<file path="src/rtl/control_merge_rr.sv">
// rtl/control_merge_rr.sv - registered arbitrated control merge with eager-fork data/index outputs
module control_merge_rr #(
  parameter int SIZE       = 4,
  parameter int DATA_TYPE  = 32,
  parameter int INDEX_TYPE = 2,
  parameter int ARB_MODE   = 1
) (
  input  logic                      clk,
  input  logic                      rst,
  input  logic [SIZE*DATA_TYPE-1:0] ins,
  input  logic [SIZE-1:0]           ins_valid,
  output logic [SIZE-1:0]           ins_ready,
  output logic [DATA_TYPE-1:0]      outs,
  output logic                      outs_valid,
  input  logic                      outs_ready,
  output logic [INDEX_TYPE-1:0]     index,
  output logic                      index_valid,
  input  logic                      index_ready
);

  localparam int IW = (SIZE > 1) ? $clog2(SIZE) : 1;

  logic [IW-1:0]        last;
  logic [IW-1:0]        gidx;
  logic [IW-1:0]        idx_reg;
  logic [SIZE-1:0]      grant;
  logic                 found;
  logic [DATA_TYPE-1:0] gdata;
  logic [DATA_TYPE-1:0] data_reg;
  logic                 pend_o;
  logic                 pend_i;
  logic                 free;
  logic                 accept;

  // Arbitration: pick the valid channel with the smallest priority distance.
  // Fixed mode uses the channel number as distance; round-robin measures the
  // distance from the channel just after the last winner, wrapping at SIZE.
  always_comb begin
    int best;
    int gi;
    int d;
    best  = SIZE;
    gi    = 0;
    d     = 0;
    found = 1'b0;
    for (int i = 0; i < SIZE; i++) begin
      if (ARB_MODE == 0 || SIZE == 1) begin
        d = i;
      end else begin
        d = i - int'(last) - 1;
        if (d < 0) d = d + SIZE;
      end
      if (ins_valid[i] && d < best) begin
        best  = d;
        gi    = i;
        found = 1'b1;
      end
    end
    gidx  = IW'(gi);
    grant = '0;
    gdata = '0;
    for (int i = 0; i < SIZE; i++) begin
      grant[i] = found && (i == gi);
      if (found && (i == gi)) gdata = ins[i*DATA_TYPE +: DATA_TYPE];
    end
  end

  // The slot can take a new token when every pending output is gone or is
  // being consumed this cycle, which lets a reload happen with no bubble.
  assign free      = (!pend_o || outs_ready) && (!pend_i || index_ready);
  assign ins_ready = grant & {SIZE{free & rst}};
  assign accept    = |(ins_valid & ins_ready);

  generate
    if (SIZE > 1 && ARB_MODE != 0) begin : g_ptr
      // Round-robin pointer: moves only when a token is accepted.
      always_ff @(posedge clk) begin
        if (!rst) last <= IW'(SIZE - 1);
        else if (accept) last <= gidx;
      end
    end else begin : g_noptr
      assign last = '0;
    end
  endgenerate

  // Output slot: load on accept, otherwise retire each fork branch independently.
  always_ff @(posedge clk) begin
    if (!rst) begin
      data_reg <= '0;
      idx_reg  <= '0;
      pend_o   <= 1'b0;
      pend_i   <= 1'b0;
    end else if (accept) begin
      data_reg <= gdata;
      idx_reg  <= gidx;
      pend_o   <= 1'b1;
      pend_i   <= 1'b1;
    end else begin
      if (outs_ready)  pend_o <= 1'b0;
      if (index_ready) pend_i <= 1'b0;
    end
  end

  assign outs        = data_reg;
  assign outs_valid  = pend_o;
  assign index       = INDEX_TYPE'(idx_reg);
  assign index_valid = pend_i;

endmodule

</file>
<file path="config.mk">
export PLATFORM = sky130hd
export DESIGN_NAME = control_merge_rr
export DESIGN_NICKNAME = d
export VERILOG_FILES = /design/src/rtl/control_merge_rr.sv
export SDC_FILE = /design/constraint.sdc
export NUM_CORES = 1
export LEC_CHECK = 0
export CAP_MARGIN = 30
export CORE_MARGIN = 3
export CORE_UTILIZATION = 55
export CTS_CLUSTER_DIAMETER = 120
export DETAILED_ROUTE_END_ITERATION = 8
export DONT_BUFFER_PORTS = 1
export PLACE_DENSITY = 0.7
export RECOVER_POWER = 25
export SLEW_MARGIN = 10
export SYNTH_ARGS = -nofsm -noshare
export SYNTH_HDL_FRONTEND = slang
export SYNTH_SLANG_ARGS = --single-unit
</file>
<file path="constraint.sdc">
create_clock -name clk -period 5.95 [get_ports clk]
set_clock_uncertainty 0.1 [all_clocks]
set_input_delay 0.2975 -clock clk [delete_from_list [all_inputs] [get_ports clk]]
set_output_delay 0.2975 -clock clk [all_outputs]
set_load 0.02 [all_outputs]
</file>
==> metrics.md <==
| Metric | Value |
|---|---|
| Flop2flop setup slack | 0.99 ns |
| Min Tclk post-route | 5.17 ns |
| Setup crit end kind | output pin |
| FFs w/ async S/R, synth | 0% |
| Setup bufs post-CTS | 0 |
| Pin count of the biggest net entering global routing | 29 |
| Worst-Margin Slew | 0.941 ns |
| I/O pins | 176 |
| Hpwl dp | 6080 um |
| CP Max Fanout | 9 |
| Status | completed |
| Final setup vio count | 0 |
| Final Power | 0.00174 W |
| Reg2reg path depth | 17 |
| Synth Area per Inst | 8.72 um^2 |
| # nets final | 430 |
| RSZ-0062 raised after global routing | false |
| Die area | 5510 um^2 |
| Max incr delay on CP | 0.49 ns |
| Slowest-stage cell, CP | dfxtp_1 |
| Worst path cell trace | inv_1, ha_1, nand2b_1, o32a_1, ha_1, o211ai_1, o211a_4, o21ai_0, o21ai_0, ha_1, inv_1, o31a_1, o32ai_2, o21ai_1, buf_4, nor2_1 |
| Initial Util | 58.0% |
| Height of the die | 74.3 um |
| Ys Warns | 0 |
| 1st-pass router iterations | 4 |
| CP Launch Type | flip-flop |
| Core area | 4410 um^2 |
| CTS tree | yes |
| Crit-path leading delay family | compound AO/OA/AOI/OAI gates |
| Critical Path RT | 5.55 ns |
| Upper clock frequency limit | 0.193 GHz |
| VDD IR max | 515 uV |
| Final WL | 8030 um |
| Root Buffer | clkbuf_8 |
| Total of max-cap violations | 0 |
| Synth Cell Area | 2560 um^2 |
| Total track usage | 27.9% |
| Worst-Skew Late Latency | 0.29 ns |
| CTS Sinks | 38 |
| Period Utilization, post-route | 86.9% |
| DR vias | 2444 |
| Synthesis-to-finish area growth | 4.69% |
| Initial antenna violation count | 0 |
| Leakage | 0.955 nW |
| DRC Markers | 0 |
| Synthesis-stage register bit count | 38 |
| H-tree Lvls | 2 |
| Remaining Overflow, GRT | 0 |
| Worst hold start | rst |
| DR vias/cell | 7.23 |
| Hold Path Class | in2reg |
| Hold Crit Depth | 2 |
| Die W | 74.3 um |
| Critical path class | reg2out |
| Clock buffer depth | 2 |
| Vias in the first global route | 2297 |
| TritonCTS Buffers | 5 |
| Max Slew Vio Count | 0 |
| FF-to-FF Start | last[0] |
| Register area share after synthesis | 29.7% |
| Post-synth EDFFs | 0 |
| Final Hold Fails | 0 |
| CP arrival | 4.77 ns |
| Placer Congestion | 0.922 |
| First DRT Iteration DRCs | 113 |
| Yosys cell types | 51 |
| Slew HR | 37.3% |
| Placed instance area | 2560 um^2 |
| Final ANT Viol Nets | 0 |
| R2R Path End | outs[23] |
| Main synth FF type | dfxtp_1 |
| Worst Path Buf+Inv | 3 |
| First-pass GRT wire length | 11700 um |
| Hold Path Sink | outs[6] |
| Diodes inserted | 0 |
| Power per Cell Area | 648 nW/um^2 |
| Finished Cell Area | 2680 um^2 |
| Wire per inst | 23.8 um |
| Cell Rows | 24 |
| Clk slew on worst S/H paths | 0.08 ns |
| Share of cells above drive strength 1 | 11.9% |
| Post-route setup TNS | 0 ns |
| Port buffer count | 0 |
| Top cell by count, worst path | ha_1 |
| Cells after Synth | 294 |
## what timing repair did
item / in CTS / in global routing
hold buffers: 1 / 0
hold endpoints to repair: 2 / 0
resized for setup: 0 / 0
## cell type report
cell class	count	area, um^2
fill	422	1730
multi-input combinational	227	1660
sequential	38	761
clock buffer	6	82.6
tap	52	65.1
timing repair buffer	7	55.1
clock inverter	1	30.0
inverter	7	26.3
## kinds of logic after synthesis
family / synth area share (%)
other: 0.146
flip-flops: 29.7
adder cells (fa/ha/maj): 3.91
AND/OR/NAND/NOR: 17.7
buffers and inverters: 6.15
XOR/XNOR: 0.684
AO/OA/AOI/OAI: 41.4
multiplexers: 0.391
## synth_stat cells, types with 2 or more instances
master,instances,area (um^2)
nand2b_1,5,31.3
a221oi_2,9,135
a21o_1,2,15.0
nor2b_1,2,12.5
and2_1,10,62.6
dfxtp_1,38,761
a32oi_1,6,52.6
a2111oi_0,5,43.8
nor2_1,11,41.3
o221ai_1,22,193
ha_1,8,100
clkbuf_1,8,30.0
nand3_1,15,75.1
inv_1,7,26.3
o21ai_1,14,70.1
a221oi_1,12,105
and2_0,2,12.5
buf_2,9,45.0
nor3_1,3,15.0
a21oi_1,15,75.1
a21boi_0,4,30.0
o21ai_0,13,65.1
buf_4,3,22.5
o31ai_1,5,37.5
buf_6,3,33.8
and3_1,12,75.1
nand2_1,21,78.8
o211ai_1,7,52.6
## registers in the layout, summed over array words and instances, names as in the netlist
| signal | cells |
|---|---|
| outs | 32 |
| outs_valid | 1 |
| last | 2 |
| index | 2 |
| index_valid | 1 |
## worst max-delay path by stage
stage / from / endpoint / slack [ns] / cells past startpoint
after floorplan: last[0] / ins_ready[0] / 1.19 / 17
after global placement: last[0] / outs[28] / 1.17 / 16
after detailed placement: last[0] / outs[23] / 1.07 / 17
after CTS: last[0] / ins_ready[2] / 0.81 / 16
after global routing: last[0] / ins_ready[2] / 0.40 / 16
final: last[0] / ins_ready[2] / 0.78 / 16
## power breakdown
group	internal (W)	switching (W)
clock network	0.000134	0.0000946
registers	0.000341	0.000158
logic	0.000387	0.000623
total	0.000862	0.000875
## cell usage in the layout (no fill, tap or decap), drive strengths merged, types with 3 or more instances in the layout
cell type / instances
nor2: 12
o221ai: 22
nand2: 22
inv: 7
buf: 6
and3: 12
a32oi: 6
clkbuf: 6
a21boi: 4
o31ai: 5
ha: 8
a21oi: 15
dfxtp: 38
and2: 12
o211ai: 7
nor3: 3
o21ai: 27
a221oi: 21
a2111oi: 5
nand2b: 5
nand3: 15
## per-layer routing
metal / GRT usage [%] / up-vias / part of all wire (%)
met3: 8.78 / 10 / 10
met5: 0 / - / 0
li1: - / 1147 / -
met4: 6.92 / 0 / 1.0
met2: 46.8 / 142 / 49
met1: 35.2 / 1145 / 40
## through the flow
| stage | std cells | setup WS [ns] | util, % | hold WS (ns) |
|---|---|---|---|---|
| detailed placement | 330 | 1.07 | 58.0 | 0.279 |
| CTS | 338 | 0.807 | 60.8 | 0.0304 |
| floorplan | 295 | 1.19 | - | 0.358 |
| global placement | 330 | 1.17 | 58.0 | 0.277 |
| finish | 338 | 0.778 | 60.8 | 0.0323 |
| global route | 338 | 0.396 | 60.8 | 0.0410 |
Note: power is estimated with default switching activity, not from simulation.
